### config.mk
export PLATFORM = sky130hd
export DESIGN_NAME = pipeline_hazard_ctrl_flat
export DESIGN_NICKNAME = d
export VERILOG_FILES = /design/src/rtl/pipeline_hazard_ctrl_if.sv /design/src/rtl/pipeline_hazard_ctrl.sv /design/src/flat_wrapper.sv
export SDC_FILE = /design/constraint.sdc
export NUM_CORES = 1
export LEC_CHECK = 0
export BUFFER_PORTS_ARGS = -buffer_cell sky130_fd_sc_hd__buf_2
export CORE_AREA = 5 5 171 173
export DETAILED_ROUTE_END_ITERATION = 10
export DIE_AREA = 0 0 176 178
export HOLD_SLACK_MARGIN = 0.06
export PLACE_DENSITY = 0.5
export SYNTH_ARGS = -nofsm -noshare
export SYNTH_HDL_FRONTEND = slang
export SYNTH_SLANG_ARGS = --single-unit
### constraint.sdc
create_clock -name CLK -period 4.3 [get_ports CLK]
set_input_delay 0.215 -clock CLK [delete_from_list [all_inputs] [get_ports CLK]]
set_output_delay 0.215 -clock CLK [all_outputs]
set_load 0.02 [all_outputs]
### src/rtl/pipeline_hazard_ctrl_if.sv
// pipeline_hazard_ctrl_if: pipeline status in, stall/flush/PC/trap control out
interface pipeline_hazard_ctrl_if #(
    parameter int NUM_STAGES = 3
);
    logic                  iren;
    logic                  i_mem_busy;
    logic                  dren;
    logic                  dwen;
    logic                  d_mem_busy;
    logic                  mispredict;
    logic [31:0]           redirect_pc;
    logic                  token_ex;
    logic                  fault_insn;
    logic                  mal_insn;
    logic [31:0]           epc_f;
    logic [31:0]           badaddr_f;
    logic                  illegal_insn;
    logic                  breakpoint;
    logic                  env_m;
    logic                  mal_l;
    logic                  fault_l;
    logic                  mal_s;
    logic                  fault_s;
    logic [31:0]           epc_e;
    logic [31:0]           badaddr_e;
    logic                  ret;
    logic                  halt;
    logic [31:0]           tvec;
    logic [31:0]           mepc;
    logic                  pc_en;
    logic                  npc_sel;
    logic [31:0]           npc_out;
    logic [NUM_STAGES-2:0] stall;
    logic [NUM_STAGES-2:0] flush;
    logic                  insert_priv_pc;
    logic [31:0]           priv_pc;
    logic                  trap_valid;
    logic [3:0]            trap_cause;
    logic [31:0]           trap_epc;
    logic [31:0]           trap_badaddr;
    logic                  halted;

    modport master (
        output iren, i_mem_busy, dren, dwen, d_mem_busy, mispredict, redirect_pc,
               token_ex, fault_insn, mal_insn, epc_f, badaddr_f,
               illegal_insn, breakpoint, env_m, mal_l, fault_l, mal_s, fault_s,
               epc_e, badaddr_e, ret, halt, tvec, mepc,
        input  pc_en, npc_sel, npc_out, stall, flush, insert_priv_pc, priv_pc,
               trap_valid, trap_cause, trap_epc, trap_badaddr, halted
    );

    modport slave (
        input  iren, i_mem_busy, dren, dwen, d_mem_busy, mispredict, redirect_pc,
               token_ex, fault_insn, mal_insn, epc_f, badaddr_f,
               illegal_insn, breakpoint, env_m, mal_l, fault_l, mal_s, fault_s,
               epc_e, badaddr_e, ret, halt, tvec, mepc,
        output pc_en, npc_sel, npc_out, stall, flush, insert_priv_pc, priv_pc,
               trap_valid, trap_cause, trap_epc, trap_badaddr, halted
    );
endinterface

### src/rtl/pipeline_hazard_ctrl.sv
// pipeline_hazard_ctrl: stall/flush/redirect and trap/return/halt sequencing for an in-order pipeline
module pipeline_hazard_ctrl #(
    parameter int NUM_STAGES    = 3,
    parameter int RESOLVE_STAGE = 1
) (
    input logic                   CLK,
    input logic                   RST,
    pipeline_hazard_ctrl_if.slave hz
);
    localparam int W = NUM_STAGES - 1;
    localparam logic [W-1:0] ALL = '1;
    localparam logic [W-1:0] RES_MASK = ALL >> (W - RESOLVE_STAGE);
    localparam logic [W-1:0] F0 = W'(1);

    typedef enum logic [1:0] {RUN, DRAIN, TRAP, HALT} state_t;

    state_t      state, state_n;
    logic [W-1:0] vld, vld_n, stall, flush;
    logic        redir_pend, redir_pend_n, fpend, fpend_n, is_ret, is_ret_n;
    logic [31:0] redir_pc, redir_pc_n, ret_pc, ret_pc_n, target;
    logic [3:0]  cause, cause_n, exc_cause;
    logic [31:0] epc, epc_n, bad, bad_n;
    logic        pc_en, npc_sel, insert, trap_valid, commit_exc, fetch_exc, fetch_in;
    logic        unused_ok;

    assign unused_ok  = &{1'b0, hz.dren, hz.dwen};
    assign commit_exc = hz.token_ex & |{hz.illegal_insn, hz.breakpoint, hz.env_m,
                                        hz.mal_l, hz.fault_l, hz.mal_s, hz.fault_s};
    assign exc_cause  = hz.illegal_insn ? 4'd2 : hz.breakpoint ? 4'd3 : hz.env_m ? 4'd11 :
                        hz.mal_l ? 4'd4 : hz.mal_s ? 4'd6 : hz.fault_l ? 4'd5 : 4'd7;
    assign fetch_exc  = (hz.fault_insn | hz.mal_insn) & !hz.i_mem_busy;
    assign target     = redir_pend ? redir_pc : hz.redirect_pc;
    assign fetch_in   = hz.iren & !hz.i_mem_busy & pc_en;

    // Control decode and next-state for FSM, pending redirect and trap record
    always_comb begin
        state_n      = state;
        pc_en        = 1'b0;
        npc_sel      = 1'b0;
        stall        = '0;
        flush        = '0;
        insert       = 1'b0;
        trap_valid   = 1'b0;
        redir_pend_n = redir_pend;
        redir_pc_n   = redir_pc;
        fpend_n      = fpend;
        is_ret_n     = is_ret;
        ret_pc_n     = ret_pc;
        cause_n      = cause;
        epc_n        = epc;
        bad_n        = bad;
        case (state)
            RUN: begin
                if (commit_exc) begin
                    flush        = ALL;
                    state_n      = DRAIN;
                    fpend_n      = 1'b0;
                    redir_pend_n = 1'b0;
                    is_ret_n     = 1'b0;
                    cause_n      = exc_cause;
                    epc_n        = hz.epc_e;
                    bad_n        = (exc_cause[3:2] == 2'b01) ? hz.badaddr_e : '0;
                end else if (hz.ret && hz.token_ex) begin
                    flush        = ALL;
                    state_n      = DRAIN;
                    fpend_n      = 1'b0;
                    redir_pend_n = 1'b0;
                    is_ret_n     = 1'b1;
                    ret_pc_n     = hz.mepc;
                end else if (hz.halt && hz.token_ex && !hz.d_mem_busy) begin
                    flush        = ALL;
                    state_n      = HALT;
                    fpend_n      = 1'b0;
                    redir_pend_n = 1'b0;
                end else if (hz.d_mem_busy) begin
                    stall = ALL;
                    if (hz.mispredict && !redir_pend) begin
                        redir_pend_n = 1'b1;
                        redir_pc_n   = hz.redirect_pc;
                    end
                end else if (hz.mispredict || redir_pend) begin
                    // a redirect squashes any younger faulting fetch as well
                    flush        = RES_MASK;
                    fpend_n      = 1'b0;
                    redir_pc_n   = target;
                    pc_en        = !hz.i_mem_busy;
                    npc_sel      = !hz.i_mem_busy;
                    redir_pend_n = hz.i_mem_busy;
                end else if (fpend) begin
                    flush = F0;
                    if (vld == '0) begin
                        trap_valid = 1'b1;
                        state_n    = TRAP;
                        fpend_n    = 1'b0;
                    end
                end else if (fetch_exc) begin
                    flush    = F0;
                    fpend_n  = 1'b1;
                    is_ret_n = 1'b0;
                    cause_n  = hz.fault_insn ? 4'd1 : 4'd0;
                    epc_n    = hz.epc_f;
                    bad_n    = hz.badaddr_f;
                end else if (hz.i_mem_busy) begin
                    flush = F0;
                end else begin
                    pc_en = 1'b1;
                end
            end
            DRAIN: begin
                flush = F0;
                if (!hz.d_mem_busy) begin
                    trap_valid = !is_ret;
                    state_n    = TRAP;
                end
            end
            TRAP: begin
                insert  = 1'b1;
                pc_en   = 1'b1;
                flush   = ALL;
                state_n = RUN;
            end
            default: flush = F0;
        endcase
        if (RST) begin
            pc_en      = 1'b0;
            npc_sel    = 1'b0;
            stall      = '0;
            flush      = '0;
            insert     = 1'b0;
            trap_valid = 1'b0;
        end
    end

    // Occupancy of each pipeline register follows its stall/flush/advance
    always_comb begin
        vld_n = vld;
        for (int k = 0; k < W; k++)
            vld_n[k] = stall[k] ? vld[k] : flush[k] ? 1'b0 :
                       (k == 0) ? fetch_in : vld[(k == 0) ? 0 : k - 1];
    end

    // State, occupancy, pending redirect and trap record registers
    always_ff @(posedge CLK) begin
        if (RST) begin
            state      <= RUN;
            vld        <= '0;
            redir_pend <= 1'b0;
            redir_pc   <= '0;
            fpend      <= 1'b0;
            is_ret     <= 1'b0;
            ret_pc     <= '0;
            cause      <= '0;
            epc        <= '0;
            bad        <= '0;
        end else begin
            state      <= state_n;
            vld        <= vld_n;
            redir_pend <= redir_pend_n;
            redir_pc   <= redir_pc_n;
            fpend      <= fpend_n;
            is_ret     <= is_ret_n;
            ret_pc     <= ret_pc_n;
            cause      <= cause_n;
            epc        <= epc_n;
            bad        <= bad_n;
        end
    end

    assign hz.pc_en          = pc_en;
    assign hz.npc_sel        = npc_sel;
    assign hz.npc_out        = npc_sel ? target : '0;
    assign hz.stall          = stall;
    assign hz.flush          = flush;
    assign hz.insert_priv_pc = insert;
    assign hz.priv_pc        = insert ? (is_ret ? ret_pc : hz.tvec) : '0;
    assign hz.trap_valid     = trap_valid;
    assign hz.trap_cause     = cause;
    assign hz.trap_epc       = epc;
    assign hz.trap_badaddr   = bad;
    assign hz.halted         = (state == HALT) & !RST;
endmodule

### src/flat_wrapper.sv
// flat-port wrapper written by rule: the top's interface ports become plain ports
module pipeline_hazard_ctrl_flat 
#(
    parameter int NUM_STAGES    = 3,
    parameter int RESOLVE_STAGE = 1
)
  (CLK, RST, hz_iren, hz_i_mem_busy, hz_dren, hz_dwen, hz_d_mem_busy, hz_mispredict, hz_redirect_pc, hz_token_ex, hz_fault_insn, hz_mal_insn, hz_epc_f, hz_badaddr_f, hz_illegal_insn, hz_breakpoint, hz_env_m, hz_mal_l, hz_fault_l, hz_mal_s, hz_fault_s, hz_epc_e, hz_badaddr_e, hz_ret, hz_halt, hz_tvec, hz_mepc, hz_pc_en, hz_npc_sel, hz_npc_out, hz_stall, hz_flush, hz_insert_priv_pc, hz_priv_pc, hz_trap_valid, hz_trap_cause, hz_trap_epc, hz_trap_badaddr, hz_halted);
  pipeline_hazard_ctrl_if #(.NUM_STAGES(NUM_STAGES)) hz_i ();
  input logic CLK;
  input logic RST;
  input wire logic [$bits(hz_i.iren)-1:0] hz_iren;
  input wire logic [$bits(hz_i.i_mem_busy)-1:0] hz_i_mem_busy;
  input wire logic [$bits(hz_i.dren)-1:0] hz_dren;
  input wire logic [$bits(hz_i.dwen)-1:0] hz_dwen;
  input wire logic [$bits(hz_i.d_mem_busy)-1:0] hz_d_mem_busy;
  input wire logic [$bits(hz_i.mispredict)-1:0] hz_mispredict;
  input wire logic [$bits(hz_i.redirect_pc)-1:0] hz_redirect_pc;
  input wire logic [$bits(hz_i.token_ex)-1:0] hz_token_ex;
  input wire logic [$bits(hz_i.fault_insn)-1:0] hz_fault_insn;
  input wire logic [$bits(hz_i.mal_insn)-1:0] hz_mal_insn;
  input wire logic [$bits(hz_i.epc_f)-1:0] hz_epc_f;
  input wire logic [$bits(hz_i.badaddr_f)-1:0] hz_badaddr_f;
  input wire logic [$bits(hz_i.illegal_insn)-1:0] hz_illegal_insn;
  input wire logic [$bits(hz_i.breakpoint)-1:0] hz_breakpoint;
  input wire logic [$bits(hz_i.env_m)-1:0] hz_env_m;
  input wire logic [$bits(hz_i.mal_l)-1:0] hz_mal_l;
  input wire logic [$bits(hz_i.fault_l)-1:0] hz_fault_l;
  input wire logic [$bits(hz_i.mal_s)-1:0] hz_mal_s;
  input wire logic [$bits(hz_i.fault_s)-1:0] hz_fault_s;
  input wire logic [$bits(hz_i.epc_e)-1:0] hz_epc_e;
  input wire logic [$bits(hz_i.badaddr_e)-1:0] hz_badaddr_e;
  input wire logic [$bits(hz_i.ret)-1:0] hz_ret;
  input wire logic [$bits(hz_i.halt)-1:0] hz_halt;
  input wire logic [$bits(hz_i.tvec)-1:0] hz_tvec;
  input wire logic [$bits(hz_i.mepc)-1:0] hz_mepc;
  output wire logic [$bits(hz_i.pc_en)-1:0] hz_pc_en;
  output wire logic [$bits(hz_i.npc_sel)-1:0] hz_npc_sel;
  output wire logic [$bits(hz_i.npc_out)-1:0] hz_npc_out;
  output wire logic [$bits(hz_i.stall)-1:0] hz_stall;
  output wire logic [$bits(hz_i.flush)-1:0] hz_flush;
  output wire logic [$bits(hz_i.insert_priv_pc)-1:0] hz_insert_priv_pc;
  output wire logic [$bits(hz_i.priv_pc)-1:0] hz_priv_pc;
  output wire logic [$bits(hz_i.trap_valid)-1:0] hz_trap_valid;
  output wire logic [$bits(hz_i.trap_cause)-1:0] hz_trap_cause;
  output wire logic [$bits(hz_i.trap_epc)-1:0] hz_trap_epc;
  output wire logic [$bits(hz_i.trap_badaddr)-1:0] hz_trap_badaddr;
  output wire logic [$bits(hz_i.halted)-1:0] hz_halted;
  assign hz_i.iren = hz_iren;
  assign hz_i.i_mem_busy = hz_i_mem_busy;
  assign hz_i.dren = hz_dren;
  assign hz_i.dwen = hz_dwen;
  assign hz_i.d_mem_busy = hz_d_mem_busy;
  assign hz_i.mispredict = hz_mispredict;
  assign hz_i.redirect_pc = hz_redirect_pc;
  assign hz_i.token_ex = hz_token_ex;
  assign hz_i.fault_insn = hz_fault_insn;
  assign hz_i.mal_insn = hz_mal_insn;
  assign hz_i.epc_f = hz_epc_f;
  assign hz_i.badaddr_f = hz_badaddr_f;
  assign hz_i.illegal_insn = hz_illegal_insn;
  assign hz_i.breakpoint = hz_breakpoint;
  assign hz_i.env_m = hz_env_m;
  assign hz_i.mal_l = hz_mal_l;
  assign hz_i.fault_l = hz_fault_l;
  assign hz_i.mal_s = hz_mal_s;
  assign hz_i.fault_s = hz_fault_s;
  assign hz_i.epc_e = hz_epc_e;
  assign hz_i.badaddr_e = hz_badaddr_e;
  assign hz_i.ret = hz_ret;
  assign hz_i.halt = hz_halt;
  assign hz_i.tvec = hz_tvec;
  assign hz_i.mepc = hz_mepc;
  assign hz_pc_en = hz_i.pc_en;
  assign hz_npc_sel = hz_i.npc_sel;
  assign hz_npc_out = hz_i.npc_out;
  assign hz_stall = hz_i.stall;
  assign hz_flush = hz_i.flush;
  assign hz_insert_priv_pc = hz_i.insert_priv_pc;
  assign hz_priv_pc = hz_i.priv_pc;
  assign hz_trap_valid = hz_i.trap_valid;
  assign hz_trap_cause = hz_i.trap_cause;
  assign hz_trap_epc = hz_i.trap_epc;
  assign hz_trap_badaddr = hz_i.trap_badaddr;
  assign hz_halted = hz_i.halted;
  pipeline_hazard_ctrl #(.NUM_STAGES(NUM_STAGES), .RESOLVE_STAGE(RESOLVE_STAGE)) u_core (.CLK(CLK), .RST(RST), .hz(hz_i));
endmodule
Word level (Yosys, flattened, before mapping)
Cells that the tools add are included.
Cells by class
  equality and inequality tests: 21
  muxes and demuxes: 113
  reductions and logical operators: 25
  bitwise gates (word level): 9
Operators with widths (count)
  two-way mux 32 bit: 22
  two-way mux 1 bit: 52
  two-way mux 4 bit: 12
  two-way mux 2 bit: 23
  AND reduction 6 bit: 3
  != test 5 x 1 -> 1 bit, second input constant: 3
  != test 2 x 1 -> 1 bit, second input constant: 5
  != test 5 x 2 -> 1 bit, second input constant: 2
  != test 3 x 1 -> 1 bit, second input constant: 3
  AND reduction 7 bit: 1
  OR reduction 7 bit: 1
  one-hot mux 2 bit (3 select lines): 1
  AND reduction 3 bit: 2
  nonzero test 3 bit: 2
  AND 1 bit: 5
  zero test 1 bit: 5
  nonzero test 5 bit: 1
  equality test 2 x 1 -> 1 bit, second input constant: 2
  equality test 2 bit, second input constant: 2
  logical AND 1 bit: 4
  zero test 2 bit: 2
  != test 2 bit, second input constant: 2
  != test 4 x 1 -> 1 bit, second input constant: 1
  one-hot mux 1 bit (2 select lines): 2
  7 further kinds: 10
Word-level totals
  word-level logic and storage cells: 179
  register bits after elaboration: 139
  output and inout port bits: 141

Depth between registers and ports, before layout
  depth after elaboration: 13
  depth in mapped cells: 10
  gate-level depth less buffers: 7

Worst setup path before layout
Ideal clock, no wire load.
  path type: input port to output port
  from: input hz_mal_s
  to: output hz_npc_out[10]
  data required time: 4.085 ns
  path slack: 1.709 ns
  stages on the path: 8
  arrival time: 2.376 ns
  cell sequence: or4_1 -> buf_2 -> o41ai_4 -> nand2_2 -> or4_1 -> buf_2 -> buf_6 -> nor2_2
Between the ends
  longest elaborated chain between the ends: 6
RTL lines
  start: declaration: line flat_wrapper.sv:28  | input wire logic [$bits(hz_i.mal_s)-1:0] hz_mal_s;
  OR reduction 7 bit: line pipeline_hazard_ctrl.sv:27  | assign commit_exc = hz.token_ex & |{hz.illegal_insn, hz.breakpoint, hz.env_m,
  AND 1 bit: line pipeline_hazard_ctrl.sv:27
  two-way mux 1 bit: line pipeline_hazard_ctrl.sv:54  | if (commit_exc) begin
  two-way mux 1 bit: line pipeline_hazard_ctrl.sv:52  | case (state)
  two-way mux 1 bit: line pipeline_hazard_ctrl.sv:124  | if (RST) begin
  two-way mux 32 bit: line pipeline_hazard_ctrl.sv:171  | assign hz.npc_out = npc_sel ? target : '0;
  end: declaration: line flat_wrapper.sv:38  | output wire logic [$bits(hz_i.npc_out)-1:0] hz_npc_out;
No other way between the ends.

Worst setup path in the final report
  from: input hz_mal_s
  to: output hz_npc_out[19]
Same word-level chain as after synthesis.

==> reports/summary.log <==
[clocking] worst skew pair latency 0.42 ns
[sta] RSZ-0062 raised after global routing no
[sta] f_max 281 MHz
[synthesis] post-synthesis net count 1015
[cells_and_area] post-route core utilization 38.3%
[worst_setup_path] data arrival time at the worst-slack endpoint 3.34 ns
[routing] length of the first detailed-routing pass in iterations 7
[place] GPL Wtd Cong 0.750
[sta] Slew Limit Fails 0
[routing] mean number of vias per cell 4.43
[synthesis] area of the mapped netlist 6770 sq um
[synthesis] mean instance size in the synthesized netlist 8.83 sq um
[synthesis] number of library cell types mapped by synthesis 43
[clocking] clock tree from TritonCTS built
[place] Placed Cells 1443
[clocking] clock transition at the register clock pins on the worst setup and hold paths after CTS 0.07 ns
[sta] count of endpoints failing setup in the final report 0
[grt] vias in the first global route 7105
[routing] total detailed-routing wirelength 24600 um
[cells_and_area] P&R area growth vs syn 55.4%
[sta] worst clock skew 0.0127 ns
[status] status complete, no violations
[power_and_ir_drop] Final Power 3.97 mW
[power_and_ir_drop] maximum vdd ir drop 216 uV
[grt] Total Routing Usage GR 15.0%
[sta] worst relative slew slack 30.2%
[grt] global-route wire length before repair 37400 um
[grt] initial antenna violation count 5
[hold_path] worst min-delay path class in -> reg
[worst_setup_path] highest net fanout along the worst path 19
[place] number of I/O port buffers 382
[job] number of max-cap violations 0
[sta] worst-margin pin slew 1.05 ns
[synthesis] area share of the leading cell type in the synthesized netlist 41.1%
[cells_and_area] Layout Cells excl Fill 1568
[worst_setup_path] required time of the critical path 4.09 ns
[clocking] cell chosen for the clock root sky130_fd_sc_hd__clkbuf_16
[routing] Vias 6946
[worst_setup_path] setup slack of the worst register-to-register path 0.88 ns
[synthesis] Seq/Total Area, Yosys 41.1%
[worst_setup_path] Reg-to-Reg End u_core.hz.trap_badaddr[19]$_SDFFE_PP0P_
[clocking] clock sink count 139
[sta] share of the cycle needed by the critical path after routing 82.6%
[power_and_ir_drop] areal power density over the cells 378 nW/um^2
[grt] total overflow reported by the global router 0
[cells_and_area] share of post-route cells with drive strength above 1 38.3%
[cells_and_area] commonest non-fill, non-tap cell in the layout sky130_fd_sc_hd__buf_2
[synthesis] synth top area cells sky130_fd_sc_hd__dfxtp_1, sky130_fd_sc_hd__mux2i_1, sky130_fd_sc_hd__nor2_1, sky130_fd_sc_hd__a211oi_1, sky130_fd_sc_hd__nand2_1
[routing] First DRT Iteration DRCs 334
[floorplanning] starting utilization of the core area 24.6%
[sta] number of endpoints with negative hold slack in the final report 0
[cells_and_area] Final nets 1457
[routing] Final ANT Viol Nets 0
[worst_setup_path] type of origin of the critical path input pin
[floorplanning] core outline area 27500 sq um
[sta] final period demand of the worst path 3.55 ns
[floorplanning] height of the chip 178 um
[grt] pin count of the biggest net entering global routing 73
[synthesis] Synth Register Bits 139
[synthesis] synthesis warning total 0
[floorplanning] Die X-Extent 176 um
[worst_setup_path] worst setup path class in -> out
[worst_setup_path] Crit. End Element primary output
[worst_setup_path] Crit Reg-Reg Startpoint u_core.state[0]$_SDFFE_PP0P_
[floorplanning] area enclosed by the die boundary 31300 sq um
[routing] WL per Instance 15.7 um
[clocking] post-CTS resize count 0
[worst_setup_path] Register-to-Register Path Depth 9
[synthesis] synthesized instance count 766
[floorplanning] count of pins on the block boundary 385
[clocking] Post-CTS Setup Repair Bufs 0
[power_and_ir_drop] static leakage 4.98 nW
[clocking] Bufs on Longest Clock Path 2
[sta] final setup TNS 0 ns
[clocking] number of levels the H-tree was split into 4
[clocking] Num CTS Buffers 17
[hold_path] hold wc startpoint hz_badaddr_e[25]
[hold_path] sink of the worst hold path u_core.hz.trap_badaddr[25]$_SDFFE_PP0P_
[floorplanning] # rows 61
[hold_path] cell count of the worst hold path 3
[cells_and_area] top library cells by usage in the layout, fill and taps aside sky130_fd_sc_hd__buf_2, sky130_fd_sc_hd__dfxtp_1, sky130_fd_sc_hd__mux2i_1, sky130_fd_sc_hd__nor2_1, sky130_fd_sc_hd__dlygate4sd3_1
[synthesis] most area-hungry cell type in the Yosys netlist sky130_fd_sc_hd__dfxtp_1
[routing] detailed-route DRC error count 0
[place] Detail Placement HPWL 17600 um
## worst max-delay path, cell delays in order
cell and delay (ns):
sky130_fd_sc_hd__buf_2 0.12, sky130_fd_sc_hd__or4_1 0.74, sky130_fd_sc_hd__o41ai_4 0.53, sky130_fd_sc_hd__nand2_2 0.14, sky130_fd_sc_hd__or4_2 0.90, sky130_fd_sc_hd__buf_4 0.37
sky130_fd_sc_hd__nor2_2 0.14, sky130_fd_sc_hd__buf_2 0.17
## report_power, final
part	switching, mW	leakage (nW)	total [mW]	internal (mW)
logic	0.524	3.55	0.935	0.411
clock network	0.601	0.293	1.58	0.975
registers	0.0719	1.13	1.46	1.39
## timing repair
action                                  in CTS  in global routing
endpoints found under the hold margin       90                  0
hold buffers                                92                  0
endpoints found under the setup margin       0                  0
## cells in the mapped netlist (all sizes together)
| library cell | instances |
|---|---|
| nor2 | 146 |
| dfxtp | 139 |
| mux2i | 129 |
| nand2 | 72 |
| clkbuf | 44 |
| a21oi | 43 |
| a211oi | 40 |
| and2 | 27 |
| a221o | 26 |
| buf | 21 |
| o21ai | 12 |
| nor3 | 10 |
| inv | 8 |
| o22ai | 6 |
| ha | 5 |
| nand3 | 5 |
| or3 | 3 |
| or4 | 3 |
| a21o | 2 |
| a221oi | 2 |
| a32o | 2 |
| and3 | 2 |
| nor2b | 2 |
| nor3b | 2 |
| o21bai | 2 |
| o41ai | 2 |
| or2 | 2 |
| a2bb2oi | 1 |
| a31oi | 1 |
| nand2b | 1 |
| nand4 | 1 |
| nand4b | 1 |
| nor4 | 1 |
| o21a | 1 |
| o31a | 1 |
| o31ai | 1 |
## metal layers
layer  vias up  GRT usage, %  routed length (um)
met3        31          4.39                1600
met5         -             0                  34
met4         6          4.52                 486
li1       3569             -                   -
met2       237          25.7               12000
met1      3103          18.3               10500
## stage by stage
step	worst slack, ns	hold WS, ns	cell area [sq um]
3_3_place_gp	0.777	0.438	8960
3_5_place_dp	0.726	0.443	8960
5_1_grt	0.557	0.0770	10500
4_1_cts	0.721	0.0602	10500
2_1_floorplan	1.71	0.351	6770
6_report	0.747	0.0886	10500
## worst max-delay path by stage
stage	cells past startpoint	slack (ns)	end	from
2_1_floorplan	8	1.71	hz_npc_out[10]	hz_mal_s
3_5_place_dp	8	0.73	hz_npc_out[31]	hz_mal_s
5_1_grt	8	0.56	hz_npc_out[31]	hz_mal_s
6_report	8	0.75	hz_npc_out[19]	hz_mal_s
4_1_cts	8	0.72	hz_npc_out[31]	hz_mal_s
3_3_place_gp	8	0.78	hz_npc_out[31]	hz_mal_s
## state kept, by name (all words and copies together) (netlist names)
name	cells
u_core.vld	2
u_core.state	2
u_core.hz.trap_cause	4
u_core.hz.trap_badaddr	32
u_core.redir_pend	1
u_core.is_ret	1
u_core.redir_pc	32
u_core.hz.trap_epc	32
u_core.ret_pc	32
u_core.fpend	1
## cells by family (layout without fill, tap and decap cells)
family | Yosys count | count (layout) | share of synthesized area, %
AND/OR/NAND/NOR | 278 | 278 | 19.3
multiplexers | 129 | 129 | 19.1
flip-flops | 139 | 139 | 41.1
buffers and inverters | 73 | 527 | 4.57
other | 0 | 2 | 0
AO/OA/AOI/OAI | 142 | 142 | 15.0
adder cells (fa/ha/maj) | 5 | 5 | 0.925
## cell type report
type	instances	area [sq um]
sequential	139	2790
fill	2831	17000
inverter	8	30.0
multi-input combinational	554	3700
timing repair buffer	488	2940
clock inverter	13	191
antenna	2	5.00
tap	346	433
clock buffer	18	429
Power figures use the tool's default switching activity.
